<file path="config.mk">
export PLATFORM = sky130hd
export DESIGN_NAME = uart_tx
export DESIGN_NICKNAME = d
export VERILOG_FILES = /design/src/rtl/uart_pkg.sv /design/src/rtl/uart_tx_fifo.sv /design/src/rtl/uart_tx.sv
export SDC_FILE = /design/constraint.sdc
export NUM_CORES = 1
export LEC_CHECK = 0
export BUFFER_PORTS_ARGS = -buffer_cell sky130_fd_sc_hd__buf_2
export CELL_PAD_IN_SITES_DETAIL_PLACEMENT = 1
export CELL_PAD_IN_SITES_GLOBAL_PLACEMENT = 2
export CORE_MARGIN = 2
export CORE_UTILIZATION = 44
export DETAILED_ROUTE_END_ITERATION = 8
export PLACE_DENSITY_LB_ADDON = 0.1
export SYNTH_ARGS = -nofsm -noshare
export SYNTH_HDL_FRONTEND = slang
export SYNTH_HIERARCHICAL = 1
export SYNTH_SLANG_ARGS = --single-unit
export TNS_END_PERCENT = 20
</file>
<file path="constraint.sdc">
create_clock -name clk -period 3.2 [get_ports clk]
set_clock_uncertainty 0.05 [all_clocks]
set_input_delay 0.16 -clock clk [delete_from_list [all_inputs] [get_ports clk]]
set_output_delay 0.16 -clock clk [all_outputs]
set_load 0.005 [all_outputs]
</file>
<file path="src/rtl/uart_pkg.sv">
// uart_pkg: definitions shared by the UART transmitter and receiver.
//   uart_state_e    serialiser FSM encoding (IDLE/START/DATA/STOP)
//   UART_DATA_BITS  payload bits per 8N1 frame
//   UART_IDLE_LVL   line level for idle and the stop bit
//   UART_START_LVL  line level for the start bit
//   UART_CNT_W      width of the per-bit baud counter
//   clks_per_bit()  system clocks per serial bit (integer divide)
package uart_pkg;

    typedef enum logic [1:0] {
        IDLE  = 2'd0,
        START = 2'd1,
        DATA  = 2'd2,
        STOP  = 2'd3
    } uart_state_e;

    localparam int   UART_DATA_BITS = 8;
    localparam logic UART_IDLE_LVL  = 1'b1;
    localparam logic UART_START_LVL = 1'b0;
    localparam int   UART_CNT_W     = 16;

    function automatic int clks_per_bit(input int clk_freq, input int baud);
        return clk_freq / baud;
    endfunction

endpackage

</file>
<file path="src/rtl/uart_tx_fifo.sv">
// uart_tx_fifo: byte queue between the producer handshake and the serialiser.
//   clk      in   system clock
//   reset_n  in   asynchronous reset, active-low; empties the queue
//   wr_en    in   push wr_data (ignored while full)
//   wr_data  in   WIDTH-bit entry
//   full     out  no room for another entry
//   rd_en    in   pop the head entry (ignored while empty)
//   rd_data  out  head entry, valid combinationally while !empty
//   empty    out  no entries held
module uart_tx_fifo #(
    parameter int DEPTH = 4,
    parameter int WIDTH = 8
) (
    input  logic             clk,
    input  logic             reset_n,
    input  logic             wr_en,
    input  logic [WIDTH-1:0] wr_data,
    output logic             full,
    input  logic             rd_en,
    output logic [WIDTH-1:0] rd_data,
    output logic             empty
);

    localparam int AW = $clog2(DEPTH);
    localparam logic [AW:0] PTR_ONE = {{AW{1'b0}}, 1'b1};

    // One extra pointer bit tells a full queue apart from an empty one.
    logic [AW:0]      wr_ptr_q, rd_ptr_q;
    logic [WIDTH-1:0] mem_q [DEPTH];
    logic             push, pop;

    assign full    = (wr_ptr_q ^ rd_ptr_q) == {1'b1, {AW{1'b0}}};
    assign empty   = (wr_ptr_q == rd_ptr_q);
    assign push    = wr_en && !full;
    assign pop     = rd_en && !empty;
    assign rd_data = mem_q[rd_ptr_q[AW-1:0]];

    always_ff @(posedge clk or negedge reset_n) begin
        if (!reset_n) begin
            wr_ptr_q <= '0;
            rd_ptr_q <= '0;
            for (int i = 0; i < DEPTH; i++) mem_q[i] <= '0;
        end else begin
            if (push) begin
                mem_q[wr_ptr_q[AW-1:0]] <= wr_data;
                wr_ptr_q <= wr_ptr_q + PTR_ONE;
            end
            if (pop) rd_ptr_q <= rd_ptr_q + PTR_ONE;
        end
    end

endmodule

</file>
<file path="src/rtl/uart_tx.sv">
// uart_tx: 8N1 UART transmitter, LSB first, with a small input FIFO.
//   clk      in   system clock
//   reset_n  in   asynchronous reset, active-low; aborts any frame
//   data     in   byte to send, taken when valid && ready
//   valid    in   producer offers data
//   ready    out  FIFO has room (from registered state only)
//   tx       out  serial line, idle high, registered
//   busy     out  FIFO non-empty or a frame in progress
//
// state | meaning
// IDLE  | line high, waiting for a queued byte
// START | start bit (low) for one bit period
// DATA  | eight payload bits, LSB first, one bit period each
// STOP  | stop bit (high); chains straight into START if more is queued
module uart_tx
    import uart_pkg::*;
#(
    parameter int CLK_FREQ   = 100_000_000,
    parameter int BAUD       = 115200,
    parameter int FIFO_DEPTH = 4
) (
    input  logic       clk,
    input  logic       reset_n,
    input  logic [7:0] data,
    input  logic       valid,
    output logic       ready,
    output logic       tx,
    output logic       busy
);

    localparam int CPB = clks_per_bit(CLK_FREQ, BAUD);
    localparam logic [UART_CNT_W-1:0] CNT_LAST = UART_CNT_W'(CPB - 1);
    localparam logic [UART_CNT_W-1:0] CNT_ONE  = UART_CNT_W'(1);
    localparam logic [2:0]            BIT_LAST = 3'(UART_DATA_BITS - 1);

    uart_state_e           state_q, state_d;
    logic [UART_CNT_W-1:0] clk_cnt_q, clk_cnt_d;
    logic [2:0]            bit_idx_q, bit_idx_d;
    logic [7:0]            sh_q, sh_d;
    logic                  tx_q, tx_d;

    logic       fifo_full, fifo_empty, fifo_pop;
    logic [7:0] fifo_rd_data;
    logic       bit_end;

    uart_tx_fifo #(
        .DEPTH (FIFO_DEPTH),
        .WIDTH (8)
    ) u_fifo (
        .clk     (clk),
        .reset_n (reset_n),
        .wr_en   (valid && ready),
        .wr_data (data),
        .full    (fifo_full),
        .rd_en   (fifo_pop),
        .rd_data (fifo_rd_data),
        .empty   (fifo_empty)
    );

    assign ready   = !fifo_full;
    assign busy    = (state_q != IDLE) || !fifo_empty;
    assign tx      = tx_q;
    assign bit_end = (clk_cnt_q == CNT_LAST);

    always_ff @(posedge clk or negedge reset_n) begin
        if (!reset_n) begin
            state_q   <= IDLE;
            clk_cnt_q <= '0;
            bit_idx_q <= '0;
            sh_q      <= '0;
            tx_q      <= UART_IDLE_LVL;
        end else begin
            state_q   <= state_d;
            clk_cnt_q <= clk_cnt_d;
            bit_idx_q <= bit_idx_d;
            sh_q      <= sh_d;
            tx_q      <= tx_d;
        end
    end

    always_comb begin
        state_d   = state_q;
        clk_cnt_d = clk_cnt_q;
        bit_idx_d = bit_idx_q;
        sh_d      = sh_q;
        tx_d      = tx_q;
        fifo_pop  = 1'b0;

        unique case (state_q)
            IDLE: begin
                tx_d      = UART_IDLE_LVL;
                clk_cnt_d = '0;
                if (!fifo_empty) begin
                    fifo_pop = 1'b1;
                    sh_d     = fifo_rd_data;
                    tx_d     = UART_START_LVL;
                    state_d  = START;
                end
            end
            START: begin
                if (bit_end) begin
                    clk_cnt_d = '0;
                    bit_idx_d = '0;
                    tx_d      = sh_q[0];
                    state_d   = DATA;
                end else begin
                    clk_cnt_d = clk_cnt_q + CNT_ONE;
                end
            end
            DATA: begin
                if (bit_end) begin
                    clk_cnt_d = '0;
                    if (bit_idx_q == BIT_LAST) begin
                        tx_d    = UART_IDLE_LVL;
                        state_d = STOP;
                    end else begin
                        // Next bit is the one about to shift into sh[0].
                        sh_d      = sh_q >> 1;
                        tx_d      = sh_q[1];
                        bit_idx_d = bit_idx_q + 3'd1;
                    end
                end else begin
                    clk_cnt_d = clk_cnt_q + CNT_ONE;
                end
            end
            STOP: begin
                if (bit_end) begin
                    clk_cnt_d = '0;
                    if (!fifo_empty) begin
                        // Back-to-back: the next start bit follows with no idle gap.
                        fifo_pop = 1'b1;
                        sh_d     = fifo_rd_data;
                        tx_d     = UART_START_LVL;
                        state_d  = START;
                    end else begin
                        tx_d    = UART_IDLE_LVL;
                        state_d = IDLE;
                    end
                end else begin
                    clk_cnt_d = clk_cnt_q + CNT_ONE;
                end
            end
            default: begin
                tx_d    = UART_IDLE_LVL;
                state_d = IDLE;
            end
        endcase
    end

endmodule

</file>
==> flow_summary.json, run 1 <==
{
  "status": "complete, but fails checks",
  "violations": "hold timing",
  "critical_path.top_delay_family": "simple AND/OR/NAND/NOR gates",
  "start_util": 0.450,
  "path_max_fanout": 9,
  "maxSlewViolCount": 0,
  "ant_nets": 0,
  "rr_startpoint": "u_fifo/rd_ptr_q[2]",
  "r2r-end": "u_fifo/mem_q[5]",
  "maxCapViolations": 0,
  "dpl.hpwl_mm": 4.88,
  "switching_share": 0.370,
  "yosysTopAreaCellShare": 0.456,
  "cp.required_ps": 3360,
  "cts_max_path_buffers": 2,
  "yosys_most_used_dff": "dfrtp_1",
  "worst_slew_pin_slew_ps": 880,
  "die_height_um": 95.4,
  "synth_top_family_by_area": "multiplexers",
  "pwr-share-comb": 0.481,
  "syn_to_final_growth_pct": 9.36,
  "synth_compound_area_frac": 0.0732,
  "yosysMostFrequentCell": "dfrtp_1",
  "cp_cell_sequence": "xnor2_1 -> nor2_1 -> nor2b_1 -> nand2_1 -> a31oi_4 -> mux2_2",
  "synth_edf_count": 0,
  "num_rows": 33,
  "drt_first_pass_iters": 4,
  "antenna_found_initial": 0,
  "drt_iter0_markers": 65,
  "n_fill_cell": 850,
  "p_clk_frac": 0.167,
  "synth_common_cells": "67 x dfrtp_1, 36 x mux2_2, 22 x nor2_1",
  "syn-mean-instance-area_um2": 12.8,
  "antenna_cells": 0,
  "synth_seq_cells": 68,
  "grt_pass1_wl_mm": 12.1,
  "layout-drive-gt1-share": 0.333,
  "synth_area_leader_cell": "dfrtp_1",
  "internal_power_w": 0.00271,
  "ir_drop_v": 0.000432,
  "die_x_um": 95.4,
  "hold_class": "in2async",
  "ff_latch_area_mm2": 0.00170,
  "via_count": 2233,
  "grt_max_degree": 69,
  "clk_latency_ps": 330,
  "cellLeakagePower_nw": 1.76,
  "synth-simple-area-share": 0.109,
  "grt_usage": 0.176,
  "cts_resized": 0,
  "setup_tns_ps": 0,
  "seq_area_frac_synth": 0.463,
  "path_buf_inv": 0,
  "synthCells": 288,
  "critical_path_arrival_ps": 2770,
  "wirelength_mm": 7.19,
  "cts_tree": "yes",
  "core_area_mm2": 0.00818,
  "cts_made_buffers": 9,
  "post_synth_mux_area_share": 0.214,
  "port_buffers": 13,
  "ys.warnings.count": 6,
  "grt_overflow": 0,
  "multi_input_area_mm2": 0.00183,
  "powerDensity_mw_per_mm2": 1070,
  "cts_setup_buffers": 0,
  "avgRoutedWirePerCell_um": 17.4,
  "rsz0062_at_grt": "false",
  "crit_slowest_cell": "dfrtp_1",
  "h-tree-depth": 3,
  "r2r_slack_ps": 590,
  "syn-num-nets": 313,
  "synth_xor_area_frac": 0.0545,
  "grt_pass1_vias": 2408,
  "slowest_delay_ps": 480,
  "avgViaCountPerCell": 5.39,
  "startpoint_type": "register",
  "slew-limit-headroom": 0.413,
  "crit_type": "reg2reg",
  "io-pin-count": 14,
  "cts_root_buf": "clkbuf_8",
  "synthAdderAreaFrac": 0.0477,
  "netlist_area_mm2": 0.00368,
  "period_share": 0.815,
  "fin_nets": 330,
  "holdWs_ps": -24.4,
  "postCtsHoldBufs": 0,
  "hold_violations": 18,
  "path_clk_slew_ps": 70,
  "end_kind": "register",
  "clock_sinks": 68,
  "gp_congestion": 0.721,
  "dieArea_mm2": 0.00910,
  "min_period_ps": 2610,
  "setup_violations": 0,
  "max_freq_mhz": 384,
  "rr_worst_depth": 6,
  "synth_cell_type_count": 46,
  "p_seq_frac": 0.352,
  "synthTopCellsByArea": "dfrtp_1 46%, mux2_2 11%, mux2_4 4.9%",
  "drc": 0,
  "async_flop_share": 1.00,
  "p_sw_w": 0.00159
}
-- logic make-up after synthesis --
| group | count (synthesis) |
|---|---|
| flip-flops | 68 |
| multiplexers | 58 |
| buffers and inverters | 25 |
| AND/OR/NAND/NOR | 75 |
| AO/OA/AOI/OAI | 29 |
| adder cells (fa/ha/maj) | 14 |
| XOR/XNOR | 19 |
-- power groups by stage --
| stage | logic, W | clock network [W] | registers, W |
|---|---|---|---|
| floorplan | 0.00180 | 0 | 0.00142 |
| global placement | 0.00205 | 0 | 0.00151 |
| global route | 0.00227 | 0.000785 | 0.00156 |
| finish | 0.00207 | 0.000719 | 0.00151 |
| CTS | 0.00210 | 0.000749 | 0.00151 |
| detailed placement | 0.00209 | 0 | 0.00153 |
-- state kept, by name (all words and copies together) (netlist names) --
register,cells
u_fifo/mem_q,32
clk_cnt_q,16
sh_q,8
bit_idx_q,3
u_fifo/rd_ptr_q,3
u_fifo/wr_ptr_q,3
state_q,2
tx,1
-- area by class of cell --
class,instances,share of cell area
inverter,13,0.0121
sequential,68,0.424
tap,105,0.0327
clock buffer,11,0.0377
clock inverter,4,0.0121
timing repair buffer,18,0.0255
multi-input combinational,195,0.456
-- how the worst max path moves through the flow --
stage	start	slack, ps	endpoint	depth (start not counted)
2_1_floorplan	u_fifo/rd_ptr_q[1]	860	u_fifo/mem_q[1]	9
3_3_place_gp	clk_cnt_q[0]	710	u_fifo/rd_ptr_q[1]	9
3_5_place_dp	u_fifo/rd_ptr_q[2]	650	u_fifo/mem_q[2]	6
4_1_cts	clk_cnt_q[0]	620	u_fifo/rd_ptr_q[1]	9
5_1_grt	u_fifo/rd_ptr_q[2]	440	u_fifo/mem_q[5]	6
6_report	u_fifo/rd_ptr_q[2]	590	u_fifo/mem_q[5]	6
-- per-stage QoR --
stage / cells / utilization / area (um^2) / total power, W / setup WS (ps)
floorplan: 288 / - / 3680 / 0.00322 / 861
global placement: 399 / 0.467 / 3820 / 0.00356 / 711
detailed placement: 399 / 0.467 / 3820 / 0.00362 / 652
CTS: 414 / 0.492 / 4020 / 0.00436 / 620
global route: 414 / 0.492 / 4020 / 0.00462 / 436
finish: 414 / 0.492 / 4020 / 0.00430 / 593
-- layout by cell type, fill, tap and decap left out, types with 3 or more instances in the layout --
master | Yosys | routed
a21oi_1 | 5 | 5
a31oi_1 | 4 | 4
a31oi_4 | 4 | 4
and4_1 | 5 | 5
buf_2 | 5 | 13
buf_4 | 2 | 5
clkbuf_8 | 0 | 11
dfrtp_1 | 67 | 67
ha_1 | 14 | 14
inv_1 | 13 | 13
mux2_2 | 36 | 36
mux2_4 | 12 | 12
mux4_2 | 8 | 8
nand2_1 | 11 | 11
nand3_1 | 8 | 8
nand4_1 | 10 | 10
nor2_1 | 22 | 22
nor2b_1 | 5 | 5
nor3_1 | 4 | 4
o211ai_1 | 3 | 3
o21ai_0 | 3 | 3
xor2_1 | 14 | 14
-- layer usage --
metal / GRT usage / wire (um) / up-vias / share of wire
met5: 0 / 0 / - / 0
met4: 0.0714 / 87 / 0 / 0.012
met3: 0.0316 / 100 / 6 / 0.014
met2: 0.278 / 3450 / 14 / 0.48
met1: 0.239 / 3550 / 1149 / 0.49
li1: - / - / 1064 / -
Power figures use the tool's default switching activity.
==> inputs of run 2 (changes only) <==
--- a/config.mk
+++ b/config.mk
@@ -5,11 +5,12 @@
 export SDC_FILE = /design/constraint.sdc
 export NUM_CORES = 1
 export LEC_CHECK = 0
+export ABC_AREA = 1
 export BUFFER_PORTS_ARGS = -buffer_cell sky130_fd_sc_hd__buf_2
 export CELL_PAD_IN_SITES_DETAIL_PLACEMENT = 1
 export CELL_PAD_IN_SITES_GLOBAL_PLACEMENT = 2
 export CORE_MARGIN = 2
-export CORE_UTILIZATION = 44
+export CORE_UTILIZATION = 37
 export DETAILED_ROUTE_END_ITERATION = 8
 export PLACE_DENSITY_LB_ADDON = 0.1
 export SYNTH_ARGS = -nofsm -noshare
==> constraint.sdc (replaced) <==
create_clock -name clk -period 2.7 [get_ports clk]
set_clock_uncertainty 0.05 [all_clocks]
set_input_delay 0.135 -clock clk [delete_from_list [all_inputs] [get_ports clk]]
set_output_delay 0.135 -clock clk [all_outputs]
set_load 0.005 [all_outputs]
==> run 2 against run 1 <==
  * The flow now finishes without violations
  * Critical path depth rose by 4
  * Power rose by 15%
  * Die area rose by 23%
  * Largest cell class unchanged
==> flow_summary.json, run 2 <==
{
  "status": "finished clean",
  "grt_pass1_wl_mm": 17.6,
  "synthAdderAreaFrac": 0.0458,
  "startpoint_type": "register",
  "port_buffers": 13,
  "synth_compound_area_frac": 0.0494,
  "io-pin-count": 14,
  "cts_tree": "yes",
  "p_total_w": 0.00496,
  "h-tree-depth": 3,
  "ys.warnings.count": 6,
  "end_kind": "register",
  "cts_resized": 0,
  "cp.required_ps": 2890,
  "grt_overflow": 0,
  "critical_path_arrival_ps": 2550,
  "cellLeakagePower_nw": 2.19,
  "antenna_cells": 0,
  "ant_nets": 0,
  "yosys_most_used_dff": "dfrtp_1",
  "start_util": 0.376,
  "synth_area_leader_cell": "dfrtp_1",
  "largest_reg_flops": 32,
  "drt_first_pass_iters": 4,
  "min_period_ps": 2360,
  "clk_latency_ps": 350,
  "final_common_cell": "nand2_1",
  "antenna_found_initial": 0,
  "synth_top_family_by_area": "simple AND/OR/NAND/NOR gates",
  "max_freq_mhz": 424,
  "die_height_um": 106,
  "cts_made_buffers": 9,
  "reg_top3": "u_fifo/mem_q: 32 flops, clk_cnt_q: 16 flops, sh_q: 8 flops",
  "cts_max_path_buffers": 2,
  "dpl.hpwl_mm": 7.41,
  "maxSlewViolCount": 0,
  "crit_type": "reg2reg",
  "slew-limit-headroom": 0.538,
  "synth-simple-area-share": 0.379,
  "powerDensity_mw_per_mm2": 1160,
  "netlist_area_mm2": 0.00383,
  "dieArea_mm2": 0.0112,
  "via_count": 3263,
  "syn_to_final_growth_pct": 11.8,
  "synthTopCellsByArea": "dfrtp_1 44%, nand2_1 17%, nor2_1 6.2%",
  "path_max_fanout": 20,
  "layout-drive-gt1-share": 0.106,
  "grt_pass1_vias": 3444,
  "fin_nets": 537,
  "synth_edf_count": 0,
  "synth_common_cells": "172 x nand2_1, 67 x dfrtp_1, 63 x nor2_1",
  "cts_root_buf": "clkbuf_8",
  "grt_usage": 0.200,
  "synth_seq_cells": 68,
  "synth_xor_area_frac": 0.0137,
  "seq_area_frac_synth": 0.445,
  "path_clk_slew_ps": 80,
  "grt_max_degree": 42,
  "die_x_um": 106,
  "post-place-ws_ps": 366,
  "hold_class": "in2reg",
  "hold_violations": 0,
  "yosysTopAreaCellShare": 0.438,
  "fin_ws_ps": 341,
  "synth_cell_type_count": 37,
  "rsz0062_at_grt": "false",
  "gp_congestion": 0.809,
  "clock_sinks": 68,
  "wirelength_mm": 10.1,
  "syn-mean-instance-area_um2": 7.67,
  "synthCells": 499,
  "setup_violations": 0,
  "async_flop_share": 1.00,
  "post_synth_mux_area_share": 0,
  "yosysMostFrequentCell": "nand2_1",
  "holdWs_ps": 30.8,
  "num_rows": 37,
  "layout_common_cells": "172 x nand2_1, 67 x dfrtp_1, 62 x nor2_1, 36 x nand4_1, 33 x inv_1",
  "regMostFlops": "u_fifo/mem_q",
  "core_area_mm2": 0.0102,
  "avgViaCountPerCell": 5.00,
  "setup_tns_ps": 0,
  "maxCapViolations": 0,
  "worst_slew_pin_slew_ps": 693,
  "drc": 0,
  "avgRoutedWirePerCell_um": 15.5,
  "syn-num-nets": 524,
  "ir_drop_v": 0.000474,
  "drt_iter0_markers": 114,
  "period_share": 0.874
}
==> run 2: report_power, final <==
group	total (W)	internal (W)	switching [W]
Sequential	0.00173	0.00140	0.000332
Clock	0.00107	0.000664	0.000409
Combinational	0.00215	0.000732	0.00142
Total	0.00496	0.00280	0.00216
==> run 2: repair_timing <==
action                    CTS  global route
hold buffers                1             0
buffers inserted            0             0
hold endpoints to repair   27             0
==> run 2: layer usage <==
| layer | GRT usage | wire, um | up-vias | part of all wire |
|---|---|---|---|---|
| met5 | 0 | 0 | - | 0 |
| met4 | 0.0536 | 104 | 0 | 0.010 |
| met3 | 0.0334 | 232 | 8 | 0.023 |
| met2 | 0.340 | 4830 | 27 | 0.48 |
| met1 | 0.264 | 4940 | 1579 | 0.49 |
| li1 | - | - | 1649 | - |
==> run 2: logic make-up after synthesis <==
group,count (synthesis)
flops,68
fa+ha+maj,14
simple gates,323
xor+xnor,6
buf+inv,57
compound gates,31
==> run 2: worst max-delay path, cell delays in order (launching register included) <==
cell	delay [ps]
dfrtp_1	750
inv_4	40
nand2_1	70
nand2_1	70
nand3_1	190
inv_1	150
nor2_1	180
a21boi_0	410
nand2_1	180
nand2_1	90
nand2_1	60
==> run 2: path summary, 6_finish.rpt <==
| kind | to | startpoint | depth (start not counted) | slack (ps) |
|---|---|---|---|---|
| max in group asynchronous | tx | reset_n | 3 | 1550 |
| setup reg to reg | u_fifo/rd_ptr_q[0] | u_fifo/rd_ptr_q[0] | 10 | 340 |
| setup / recovery | u_fifo/rd_ptr_q[0] | u_fifo/rd_ptr_q[0] | 10 | 340 |
| hold / removal | u_fifo/mem_q[23] | data[7] | 3 | 30 |
| hold reg to reg | sh_q[0] | sh_q[0] | 2 | 420 |
| min in group asynchronous | clk_cnt_q[15] | reset_n | 2 | 320 |
==> run 2: final cells by class <==
| cell class | count | area (um^2) |
|---|---|---|
| timing repair buffer | 21 | 140 |
| clock buffer | 12 | 155 |
| fill | 1269 | 5910 |
| inverter | 38 | 146 |
| clock inverter | 4 | 95.1 |
| tap | 136 | 170 |
| multi-input combinational | 374 | 1870 |
| sequential | 68 | 1700 |
==> run 2: metrics by stage <==
step | utilization | cell area [um^2] | instances
2_1_floorplan | - | 3830 | 499
3_3_place_gp | 0.394 | 4020 | 636
3_5_place_dp | 0.394 | 4020 | 636
4_1_cts | 0.420 | 4280 | 653
5_1_grt | 0.420 | 4280 | 653
6_report | 0.420 | 4280 | 653
